<file path="src/rtl/shift_pipe.sv">
// Pipelined barrel shifter (SLL/SRA/ROR/SRL) with one register stage per shift level
// and valid/ready on both sides. Define SHIFT_PIPE_CARRY_EN to add carry_out.
module shift_pipe #(
  parameter  int WIDTH = 16,
  localparam int SHW   = $clog2(WIDTH)
) (
  input  logic             clk,
  input  logic             rst_n,
  input  logic             flush,
  input  logic             in_valid,
  output logic             in_ready,
  input  logic [1:0]       mode,
  input  logic [SHW-1:0]   shamt,
  input  logic [WIDTH-1:0] din,
  output logic             out_valid,
  input  logic             out_ready,
  output logic [WIDTH-1:0] dout
`ifdef SHIFT_PIPE_CARRY_EN
  ,
  output logic             carry_out
`endif
);

  typedef enum logic [1:0] {
    MODE_SLL = 2'b00,
    MODE_SRA = 2'b01,
    MODE_ROR = 2'b10,
    MODE_SRL = 2'b11
  } mode_e;

  // Stage k keeps only the SHW-1-k shamt bits still to be consumed; they are
  // packed back to back in w_rem, stage k starting at sh_off(k).
  function automatic int sh_off(input int k);
    return k * (SHW - 1) - (k * (k - 1)) / 2;
  endfunction

  localparam int SHT = SHW * (SHW - 1) / 2;

  logic             w_valid [SHW];
  logic [WIDTH-1:0] w_data  [SHW];
  logic [1:0]       w_mode  [SHW-1];
  logic [SHT-1:0]   w_rem;
  logic [SHW:0]     w_ready;
`ifdef SHIFT_PIPE_CARRY_EN
  logic             w_carry [SHW];
`endif

  assign w_ready[SHW] = out_ready;
  assign in_ready     = w_ready[0];

  for (genvar k = 0; k < SHW; k++) begin : g_stage
    localparam int STEP = 1 << (SHW - 1 - k);
    localparam int IN_W = SHW - k;

    logic             w_up_valid;
    logic [1:0]       w_up_mode;
    logic [IN_W-1:0]  w_up_rem;
    logic [WIDTH-1:0] w_up_data;
    logic [WIDTH-1:0] w_next_data;
    logic             w_apply;
    logic             r_valid;
    logic [WIDTH-1:0] r_data;

    if (k == 0) begin : g_src_port
      assign w_up_valid = in_valid;
      assign w_up_mode  = mode;
      assign w_up_rem   = shamt;
      assign w_up_data  = din;
    end else begin : g_src_stage
      assign w_up_valid = w_valid[k-1];
      assign w_up_mode  = w_mode[k-1];
      assign w_up_rem   = w_rem[sh_off(k-1) +: IN_W];
      assign w_up_data  = w_data[k-1];
    end

    assign w_apply    = w_up_rem[IN_W-1];
    assign w_ready[k] = !r_valid || w_ready[k+1];

    // NOTE: default assignment first so every path drives w_next_data; without it a latch is inferred.
    always_comb begin
      w_next_data = w_up_data;
      if (w_apply) begin
        case (mode_e'(w_up_mode))
          MODE_SLL: w_next_data = w_up_data << STEP;
          MODE_SRA: w_next_data = $signed(w_up_data) >>> STEP;
          MODE_ROR: w_next_data = (w_up_data >> STEP) | (w_up_data << (WIDTH - STEP));
          MODE_SRL: w_next_data = w_up_data >> STEP;
        endcase
      end
    end

    always_ff @(posedge clk or negedge rst_n) begin
      if (!rst_n) begin
        r_valid <= 1'b0;
        r_data  <= '0;
      end else begin
        // NOTE: non-blocking so every stage captures its upstream's pre-edge value.
        // flush is checked outside the ready gate so stalled entries are squashed too.
        if (flush)           r_valid <= 1'b0;
        else if (w_ready[k]) r_valid <= w_up_valid;
        if (w_ready[k])      r_data  <= w_next_data;
      end
    end

    assign w_valid[k] = r_valid;
    assign w_data[k]  = r_data;

    // The final stage has no downstream consumer for mode or shamt.
    if (k < SHW - 1) begin : g_fwd
      logic [1:0]      r_mode;
      logic [IN_W-2:0] r_rem;

      always_ff @(posedge clk or negedge rst_n) begin
        if (!rst_n) begin
          r_mode <= '0;
          r_rem  <= '0;
        end else if (w_ready[k]) begin
          r_mode <= w_up_mode;
          r_rem  <= w_up_rem[IN_W-2:0];
        end
      end

      assign w_mode[k]                   = r_mode;
      assign w_rem[sh_off(k) +: IN_W-1]  = r_rem;
    end

`ifdef SHIFT_PIPE_CARRY_EN
    logic w_up_carry;
    logic w_next_carry;
    logic r_carry;

    if (k == 0) begin : g_carry_port
      assign w_up_carry = 1'b0;
    end else begin : g_carry_stage
      assign w_up_carry = w_carry[k-1];
    end

    // A shifting stage replaces the carry with the last bit it pushed out.
    always_comb begin
      w_next_carry = w_up_carry;
      if (w_apply) begin
        if (mode_e'(w_up_mode) == MODE_SLL) w_next_carry = w_up_data[WIDTH-STEP];
        else                                w_next_carry = w_up_data[STEP-1];
      end
    end

    always_ff @(posedge clk or negedge rst_n) begin
      if (!rst_n)          r_carry <= 1'b0;
      else if (w_ready[k]) r_carry <= w_next_carry;
    end

    assign w_carry[k] = r_carry;
`endif
  end

  assign out_valid = w_valid[SHW-1];
  assign dout      = w_data[SHW-1];
`ifdef SHIFT_PIPE_CARRY_EN
  assign carry_out = w_carry[SHW-1];
`endif

endmodule
</file>
<file path="config.mk">
export PLATFORM = sky130hd
export DESIGN_NAME = shift_pipe
export DESIGN_NICKNAME = d
export VERILOG_FILES = /design/src/rtl/shift_pipe.sv
export SDC_FILE = /design/constraint.sdc
export NUM_CORES = 1
export LEC_CHECK = 0
export CAP_MARGIN = 20
export CORE_MARGIN = 4
export CORE_UTILIZATION = 50
export DETAILED_ROUTE_END_ITERATION = 10
export PLACE_DENSITY_LB_ADDON = 0.08
export SYNTH_ARGS = -nofsm -noshare
export SYNTH_HDL_FRONTEND = slang
export SYNTH_SLANG_ARGS = --single-unit
</file>
<file path="constraint.sdc">
create_clock -name clk -period 2.4 [get_ports clk]
set_input_delay 0.48 -clock clk [delete_from_list [all_inputs] [get_ports clk]]
set_output_delay 0.48 -clock clk [all_outputs]
set_load 0.03 [all_outputs]
</file>
======== Word-level counts from Yosys, hierarchy flattened ========
Index checks and enable logic that the tools add are counted.
word-level totals
  flip-flop bits (word level) ............. 80
  bits of input ports ..................... 27
  output and inout bits ................... 18
operators by class
  equal/unequal tests ..................... 12
  mux-type cells .......................... 16
  bitwise logic cells ..................... 4
  reductions and logical operators ........ 16
operators with widths
  operator                                        number
  one-hot mux 16 bit (4 select lines)             4
  2-to-1 mux 16 bit                               4
  == test 2 bit (second input constant)           8
  OR 12 x 16 -> 16 bit                            1
  OR 14 x 16 -> 16 bit                            1
  OR 15 x 16 -> 16 bit                            1
  OR 8 x 16 -> 16 bit                             1
  == test 2 x 1 -> 1 bit (second input constant)  4
  zero test 2 bit                                 4
  2-to-1 mux 1 bit                                8
  nonzero test 2 bit                              4
  zero test 1 bit                                 4
  logical OR 1 bit                                4

======== Depth between registers and ports, before layout ========
Gate-level depths: netlist (run 1).
  word-level depth ........................ 7
  mapped depth ............................ 6

======== Worst setup path before layout (run 1) ========
Ideal clock, no wire load.
  path kind ............................... register to output
  start ................................... reg g_stage[3].r_valid (netlist: out_valid)
  end ..................................... out in_ready
  arrival time ............................ 1.221 ns
  setup slack ............................. 0.699 ns
  cell stages (with the launch flop) ...... 5
  buffers on the path ..................... 1
  path through ............................ dfrtp_1 nand4b_4 nor2_8 inv_4 buf_6
on the way
  word-level cells in the longest chain between the ends .. 5
ends and longest elaborated chain
  what                            RTL line  text
  start: declaration              61        logic r_valid;
  start signal: assignment        100       else if (w_ready[k]) r_valid <= w_up_valid;
  zero test 1 bit                 77        assign w_ready[k] = !r_valid || w_ready[k+1];
  logical OR 1 bit (4 in series)  77
  end: declaration                11        output logic in_ready,
Every way passes these cells.

======== Final worst setup path (run 1) ========
  start ................................... in out_ready
  end ..................................... out in_ready
on the way
  word-level cells in the longest chain between the ends .. 4
ends and longest elaborated chain
  what                            RTL line  text
  start: declaration              16        input logic out_ready,
  logical OR 1 bit (4 in series)  77
Every way passes these cells.

==> results of run 1 <==
flip-flops by register name (all words and copies together), names as in the netlist:
signal,cells
g_stage.r_data,48
dout,16
g_stage.g_fwd.r_mode,6
g_stage.g_fwd.r_rem,6
g_stage.r_valid,3
out_valid,1
cell type report:
class,instances,area (um^2),share of cell area (%)
well taps,105,131.4,2.627
inverters,38,145.1,2.902
repair buffers,57,546.8,10.93
multi-input cells,307,2003,40.05
clock inverters,3,17.52,0.3503
clock buffers,12,155.1,3.102
flip-flops and latches,80,2002,40.03
through the flow:
stage                     std cells  power (mW)
after floorplan                 467       1.991
after global placement          587       2.234
after detailed placement        587       2.250
after CTS                       602       3.137
after global routing            602       3.280
final                           602       3.109
power groups by stage:
| stage | Sequential [mW] | Clock (mW) | Combinational, mW |
|---|---|---|---|
| 2_1_floorplan | 1.66 | 0 | 0.326 |
| 3_3_place_gp | 1.64 | 0 | 0.592 |
| 3_5_place_dp | 1.65 | 0 | 0.601 |
| 4_1_cts | 1.62 | 0.912 | 0.604 |
| 5_1_grt | 1.65 | 0.974 | 0.658 |
| 6_report | 1.62 | 0.891 | 0.598 |
worst paths after layout:
kind / startpoint / end / slack [ns] / cells past startpoint
min: rst_n / dout[4] / 0.08 / 1
max reg2reg: g_stage[2].g_fwd.r_mode[1] / dout[15] / 0.78 / 3
min in group clk: dout[2] / dout[2] / 0.48 / 2
max in group asynchronous: rst_n / g_stage[1].r_data[1] / 1.71 / 2
min reg2reg: dout[2] / dout[2] / 0.48 / 2
max: out_ready / in_ready / 0.26 / 5
kinds of logic (layout without fill, tap and decap cells):
family | Yosys count | in the layout | share of synthesized area, %
AO/OA/AOI/OAI | 199 | 199 | 29.99
buffers and inverters | 80 | 110 | 7.512
flip-flops | 80 | 80 | 46.23
multiplexers | 19 | 19 | 5.432
AND/OR/NAND/NOR | 89 | 89 | 10.83
synth_stat cells (all sizes together):
master	instances
nand3	1
nor2b	9
mux2i	7
nand4b	1
a31oi	10
inv	37
mux2	12
or2b	1
nor2	15
nand2	40
a22oi	1
clkinv	1
nand3b	9
a21oi	15
o211ai	1
dfrtp	80
and3b	1
or3	1
nand2b	7
clkbuf	29
a311oi	6
o21a	1
nor3	1
or2	2
o211a	26
o21ai	98
buf	13
o22ai	20
and4b	1
a222oi	7
o311a	14
per-layer routing:
layer | GRT usage [%] | up-vias | share of wire [%]
met3 | 3.114 | 18 | 3.5
met4 | 8.896 | 0 | 1.9
met5 | 0 | - | 0
met1 | 27.33 | 1690 | 46
li1 | - | 1749 | -
met2 | 32.95 | 72 | 48
repair_timing:
item / CTS / global route
gates resized for setup: 1 / 0
setup endpoints to repair: 1 / 0
hold buffers: 0 / 0
==> results.sh, run 1 <==
export IMPL_outcome="completed"
export IMPL_crit_buf_inv=3
export IMPL_grt_max_degree=44
export IMPL_grt_usage_pct=20.44
export IMPL_clk_latency_ns=0.35
export IMPL_die_height_um=101.1
export IMPL_p_int_mw=2.190
export IMPL_drt_wl_total_um=9646
export IMPL_cts_root_buf="clkbuf_8"
export IMPL_synthToLayoutAreaGrowth_pct=15.49
export IMPL_powerDensity_nw_per_um2=621.7
export IMPL_cpPeakStageDelay_ns=0.42
export IMPL_nNetsFinal=520
export IMPL_period_needed_ns=2.139
export IMPL_yosysTopAreaCellShare_pct=46.23
export IMPL_coreArea_um2=8341
export IMPL_p_switching_mw=0.9189
export IMPL_hold_path_class="input port to async pin"
export IMPL_cts_setup_buffers=0
export IMPL_critical_path_class="input port to primary output"
export IMPL_synth_seq_cells=80
export IMPL_cts_tree="built"
export IMPL_drive_gt1_share_pct=8.853
export IMPL_ys_seq_area_share_pct=46.23
export IMPL_clockPowerShare_pct=28.7
export IMPL_synth_area_leaders="dfrtp_1 (46%), o21ai_0 (11%), o211a_1 (6.0%), nand2_1 (3.5%), o311a_1 (3.2%)"
export IMPL_ios=45
export IMPL_relSlewSlack_pct=42.37
export IMPL_grt_overflow=0
export IMPL_fill_cells=747
export IMPL_drtAntennaViolNets=0
export IMPL_clock_fmax_ghz=0.4675
export IMPL_startpoint_type="input port"
export IMPL_dr_pass1_iters=5
export IMPL_ir_drop_uv=242.3
export IMPL_seq_power_share_pct=52.1
export IMPL_synthesis_nets=494
export IMPL_via_count=3529
export IMPL_dpl_instance_area_um2=4830
export IMPL_cts_made_buffers=9
export IMPL_crit_family="buffers and inverters"
export IMPL_dieArea_um2=10210
export IMPL_place_congestion=0.8850
export IMPL_synth_area_um2=4330
export IMPL_whs_ns=0.08386
export IMPL_layout_cells_most_common="o21ai_0"
export IMPL_maxCapViolCount=0
export IMPL_finalCritPeriodShare_pct=89.13
export IMPL_p_leak_nw=2.328
export IMPL_post_synth_top_area_cell="dfrtp_1"
export IMPL_rsz0062_at_grt="no"
export IMPL_clockBufferDepth=2
export IMPL_crit_path_end_kind="primary output"
export IMPL_io_buffers=44
export IMPL_avgSynthCellArea_um2=9.273
export IMPL_mostFrequentLayoutCells="o21ai_0 (98), dfrtp_1 (80), clkdlybuf4s50_1 (42)"
export IMPL_critPathRequiredTime_ns=1.92
export IMPL_grt_pass1_wl_um=16580
export IMPL_crit_path_max_fanout=3
export IMPL_post_drt_wl_per_cell_um=16.02
export IMPL_setup_viol=0
export IMPL_pwr_share_comb_pct=19.2
export IMPL_clkTransAtPathRegs_ns=0.08
export IMPL_crit_path_cell_trace="clkdlybuf4s50_1 > nand4b_4 > nor2_8 > inv_4 > dlygate4sd2_1"
export IMPL_rows=33
export IMPL_synthCells=467
export IMPL_dpl_worst_slack_ns=0.004280
export IMPL_fin_ws_ns=0.2609
export IMPL_ys_types=36
export IMPL_die_x_um=101.1
export IMPL_switching_share_pct=29.55
export IMPL_ctsHtreeMaxLevel=3
export IMPL_final_setup_tns_ns=0
export IMPL_yosys_warnings=0
export IMPL_hpwl_um=7122
export IMPL_utilization_pct=59.96
export IMPL_maxSlewViolCount=0
export IMPL_crit_slowest_cell="clkdlybuf4s50_1"
export IMPL_antenna_cells=0
export IMPL_final_area_um2=5001
export IMPL_antenna_found_initial=0
export IMPL_drtIter0Drc=125
export IMPL_worst_pin_slew_ns=0.8644
export IMPL_start_util_pct=51.92
export IMPL_skew_ns=0.01056
export IMPL_hold_violations=0
export IMPL_vias_per_cell=5.862
export IMPL_cp_arrival_ns=1.66
export IMPL_grt_pass1_vias=3291
export IMPL_remaining_drc_errors=0
export IMPL_cts_sink_count=80
Power figures use the tool's default switching activity.
==> inputs of run 2 (changes only) <==
Settings changed: CORE_UTILIZATION 50 to 57.
==> results.sh, run 2 (synthesized netlist as in run 1, its figures left out) <==
export IMPL_outcome="completed"
export IMPL_met1_usage_pct=28.31
export IMPL_cts_sink_count=80
export IMPL_rsz0062_at_grt="no"
export IMPL_die_x_um=95.16
export IMPL_period_needed_ns=2.138
export IMPL_powerDensity_nw_per_um2=628.0
export IMPL_cts_setup_buffers=0
export IMPL_vias_per_cell=5.889
export IMPL_fill_cells=576
export IMPL_worst_pin_slew_ns=0.8976
export IMPL_busiest_layer="met2"
export IMPL_post_cts_resized=1
export IMPL_synthToLayoutAreaGrowth_pct=15.43
export IMPL_grt_max_degree=48
export IMPL_drt_wl_total_um=9570
export IMPL_hold_path_class="input port to async pin"
export IMPL_drtAntennaViolNets=0
export IMPL_io_buffers=44
export IMPL_relSlewSlack_pct=40.16
export IMPL_skew_ns=0.01042
export IMPL_ctsHtreeMaxLevel=3
export IMPL_remaining_drc_errors=0
export IMPL_maxCapViolCount=0
export IMPL_rows=31
export IMPL_final_area_um2=4999
export IMPL_setup_viol=0
export IMPL_cts_made_buffers=9
export IMPL_critPathRequiredTime_ns=1.92
export IMPL_ctsHoldBuffers=0
export IMPL_antenna_cells=0
export IMPL_startpoint_type="input port"
export IMPL_crit_path_max_fanout=2
export IMPL_grt_usage_pct=22.73
export IMPL_finalCritPeriodShare_pct=89.08
export IMPL_rr_endpoint="g_stage[1].r_data[3]"
export IMPL_cts_root_buf="clkbuf_8"
export IMPL_die_height_um=95.16
export IMPL_p_leak_nw=2.335
export IMPL_final_setup_tns_ns=0
export IMPL_drive_gt1_share_pct=9.036
export IMPL_largest_register="g_stage.r_data"
export IMPL_cts_tree="built"
export IMPL_grt_overflow=0
export IMPL_clock_fmax_ghz=0.4678
export IMPL_mostFrequentLayoutCells="o21ai_0 (98), dfrtp_1 (80), clkdlybuf4s50_1 (42)"
export IMPL_layout_cells_most_common="o21ai_0"
export IMPL_coreArea_um2=7331
export IMPL_start_util_pct=59.07
export IMPL_grt_pass1_vias=3325
export IMPL_dpl_worst_slack_ns=0.001720
export IMPL_worst_r2r_setup_slack_ns=0.76
export IMPL_post_drt_wl_per_cell_um=16.03
export IMPL_clkTransAtPathRegs_ns=0.08
export IMPL_dpl_instance_area_um2=4817
export IMPL_nNetsFinal=521
export IMPL_via_count=3516
export IMPL_maxSlewViolCount=0
export IMPL_clockBufferDepth=2
export IMPL_grtUsageMet3_pct=3.788
export IMPL_dieArea_um2=9055
export IMPL_reg2reg_depth=3
export IMPL_drtIter0Drc=163
export IMPL_critical_path_class="input port to primary output"
export IMPL_antenna_found_initial=0
export IMPL_grt_use_met2_pct=39.88
export IMPL_largest_reg_flops=48
export IMPL_crit_path_end_kind="primary output"
export IMPL_grt_pass1_wl_um=15950
export IMPL_rr_startpoint="g_stage[0].g_fwd.r_mode[0]"
export IMPL_ir_drop_uv=376.3
export IMPL_fin_ws_ns=0.2622
export IMPL_hold_violations=0
export IMPL_clk_latency_ns=0.35
export IMPL_cp_arrival_ns=1.66
export IMPL_dr_pass1_iters=5
export IMPL_hpwl_um=7025
export IMPL_place_congestion=0.8748
export IMPL_ios=45
## run 2: changes by cell type in the layout (fill, tap and decap cells not counted)
cell and change:
buf_4 +2, buf_12 -1, clkbuf_8 +1, clkinv_2 -1, clkinv_4 +1, clkinvlp_4 -1
## run 2: how the worst max path moves through the flow
stage                     cells past startpoint        to                from  slack [ns]
after floorplan                               4  in_ready           out_valid        0.70
after global placement                        5  in_ready           out_ready        0.02
after detailed placement                      5  in_ready           out_ready       0.002
after CTS                                     5  in_ready           out_ready        0.24
after global routing                          4  in_ready  g_stage[0].r_valid        0.20
final                                         5  in_ready           out_ready        0.26
## run 2: final cells by class
type	instances	area [um^2]	area share [%]
multi-input cells	307	2003	40.08
flip-flops and latches	80	2002	40.05
repair buffers	58	541.8	10.84
clock buffers	13	168.9	3.379
inverters	38	145.1	2.904
well taps	99	123.9	2.478
clock inverters	2	13.76	0.2753
## run 2: through the flow
step                power [mW]  instances  hold slack (ns)  util (%)
floorplan                1.991        467           0.1844         -
global placement         2.226        582           0.4595     65.71
detailed placement       2.243        582           0.4665     65.71
CTS                      3.159        597           0.1535     68.19
global route             3.304        597           0.1666     68.19
finish                   3.139        597           0.1252     68.19
## run 2: power by group
group | total [mW] | internal [mW] | switching (mW)
Combinational | 0.596 | 0.282 | 0.314
Sequential | 1.62 | 1.48 | 0.139
Clock | 0.921 | 0.456 | 0.465
Total | 3.14 | 2.22 | 0.918
## run 2: metal layers
layer,vias to the layer above,wire length [um]
met2,90,4880
met4,0,163
met3,14,363
met1,1665,4162
met5,-,0
li1,1747,-
## run 2: worst max-delay path, cell delays in order
cell             delay (ns)
clkdlybuf4s50_1        0.42
nand4b_4               0.22
nor2_8                 0.15
inv_4                  0.04
dlygate4sd2_1          0.34
==> inputs of run 3 (changes only) <==
Settings changed: CORE_UTILIZATION 57 to 51.
Clock period 2.4 ns to 1.88 ns, I/O delays scaled along.
==> results.sh, run 3 (synthesized netlist as in run 1, its figures left out) <==
export IMPL_period_needed_ns=1.750
export IMPL_clock_fmax_ghz=0.5714
export IMPL_dr_pass1_iters=5
export IMPL_antenna_found_initial=0
export IMPL_layout_cells_most_common="o21ai_0"
export IMPL_grt_max_degree=42
export IMPL_p_leak_nw=2.423
export IMPL_grt_usage_pct=20.47
export IMPL_place_congestion=0.8988
export IMPL_io_buffers=44
export IMPL_cts_sink_count=80
export IMPL_cts_root_buf="clkbuf_8"
export IMPL_ctsHtreeMaxLevel=3
export IMPL_finalCritPeriodShare_pct=93.08
export IMPL_crit_path_end_kind="primary output"
export IMPL_cts_tree="built"
export IMPL_critical_path_class="input port to primary output"
export IMPL_via_count=3540
export IMPL_grt_overflow=0
export IMPL_dp_cells=600
export IMPL_coreArea_um2=8258
export IMPL_maxCapViolCount=0
export IMPL_critPathRequiredTime_ns=1.50
export IMPL_startpoint_type="input port"
export IMPL_stdcell_count=615
export IMPL_largest_register="g_stage.r_data"
export IMPL_drtAntennaViolNets=0
export IMPL_largest_reg_flops=48
export IMPL_cts_setup_buffers=0
export IMPL_hold_violations=0
export IMPL_vias_per_cell=5.756
export IMPL_antenna_cells=0
export IMPL_grt_pass1_vias=3370
export IMPL_post_drt_wl_per_cell_um=15.89
export IMPL_synthToLayoutAreaGrowth_pct=19.01
export IMPL_worst_pin_slew_ns=0.8423
export IMPL_start_util_pct=52.44
export IMPL_ir_drop_uv=359.0
export IMPL_powerDensity_nw_per_um2=795.8
export IMPL_hpwl_um=7461
export IMPL_drt_wl_total_um=9774
export IMPL_die_height_um=100.1
export IMPL_final_setup_tns_ns=0
export IMPL_outcome="completed"
export IMPL_crit_path_max_fanout=2
export IMPL_cp_arrival_ns=1.37
export IMPL_reg2reg_depth=3
export IMPL_clk_latency_ns=0.34
export IMPL_setup_viol=0
export IMPL_ctsHoldBuffers=0
export IMPL_rsz0062_at_grt="no"
export IMPL_remaining_drc_errors=0
export IMPL_drive_gt1_share_pct=11.57
export IMPL_drtIter0Drc=209
export IMPL_hold_path_class="input port to async pin"
export IMPL_startpoint="out_ready"
export IMPL_power_mw=4.101
export IMPL_maxSlewViolCount=0
export IMPL_skew_ns=0.01207
export IMPL_ios=45
export IMPL_rows=33
export IMPL_die_x_um=100.1
export IMPL_dieArea_um2=10030
export IMPL_nNetsFinal=533
export IMPL_rr_startpoint="g_stage[1].g_fwd.r_rem[1]"
export IMPL_mostFrequentLayoutCells="o21ai_0 (98), dfrtp_1 (80), clkdlybuf4s50_1 (41)"
export IMPL_relSlewSlack_pct=43.85
export IMPL_clockBufferDepth=2
export IMPL_clkTransAtPathRegs_ns=0.08
export IMPL_grt_pass1_wl_um=16570
export IMPL_cts_made_buffers=9
-- run 3: final timing paths --
kind	end	slack (ns)
max in group asynchronous	g_stage[0].r_data[8]	1.31
min in group clk	dout[2]	0.48
worst max register to register	g_stage[2].r_data[0]	0.31
worst min register to register	dout[2]	0.48
worst min-delay path	dout[4]	0.009
worst max-delay path	in_ready	0.13
-- run 3: what timing repair did --
| item | CTS | global route |
|---|---|---|
| gates cloned | 0 | 0 |
| gates resized for setup | 4 | 2 |
| endpoints found under the setup margin | 2 | 1 |
-- run 3: area by class of cell --
type | count | area [um^2]
clock inverter | 5 | 57.56
sequential | 80 | 2002
inverter | 38 | 145.1
fill | 747 | 3104
tap | 105 | 131.4
multi-input combinational | 307 | 2003
clock buffer | 10 | 137.6
timing repair buffer | 70 | 676.9
-- run 3: per-layer routing --
metal  global-route usage [%]  part of all wire [%]
met1                    25.83                    43
met2                    35.78                    51
met3                    3.544                   4.1
met4                    6.425                   1.6
met5                        0                     0
-- run 3: worst max-delay path: stages --
cell,delay (ns)
clkdlybuf4s50_1,0.43
nand4b_4,0.22
nor2_8,0.14
inv_4,0.04
buf_2,0.17
-- run 3: power by group --
part	total (mW)	leakage [nW]	switching [mW]	internal, mW
Sequential	2.05	0.947	0.154	1.89
Combinational	0.812	1.37	0.432	0.381
Clock	1.24	0.102	0.599	0.643
Total	4.10	2.42	1.18	2.92
-- run 3: stage by stage --
| step | instance area, um^2 | worst slack [ns] | util, % | hold WS, ns |
|---|---|---|---|---|
| final | 5154 | 0.1301 | 62.41 | 0.008679 |
| after floorplan | 4330 | 0.2388 | - | 0.08041 |
| after CTS | 5160 | 0.01093 | 62.48 | 0.01240 |
| after global routing | 5154 | 0.07208 | 62.41 | 0.03442 |
| after global placement | 4965 | -0.2965 | 60.12 | 0.3856 |
| after detailed placement | 4965 | -0.3019 | 60.12 | 0.3901 |
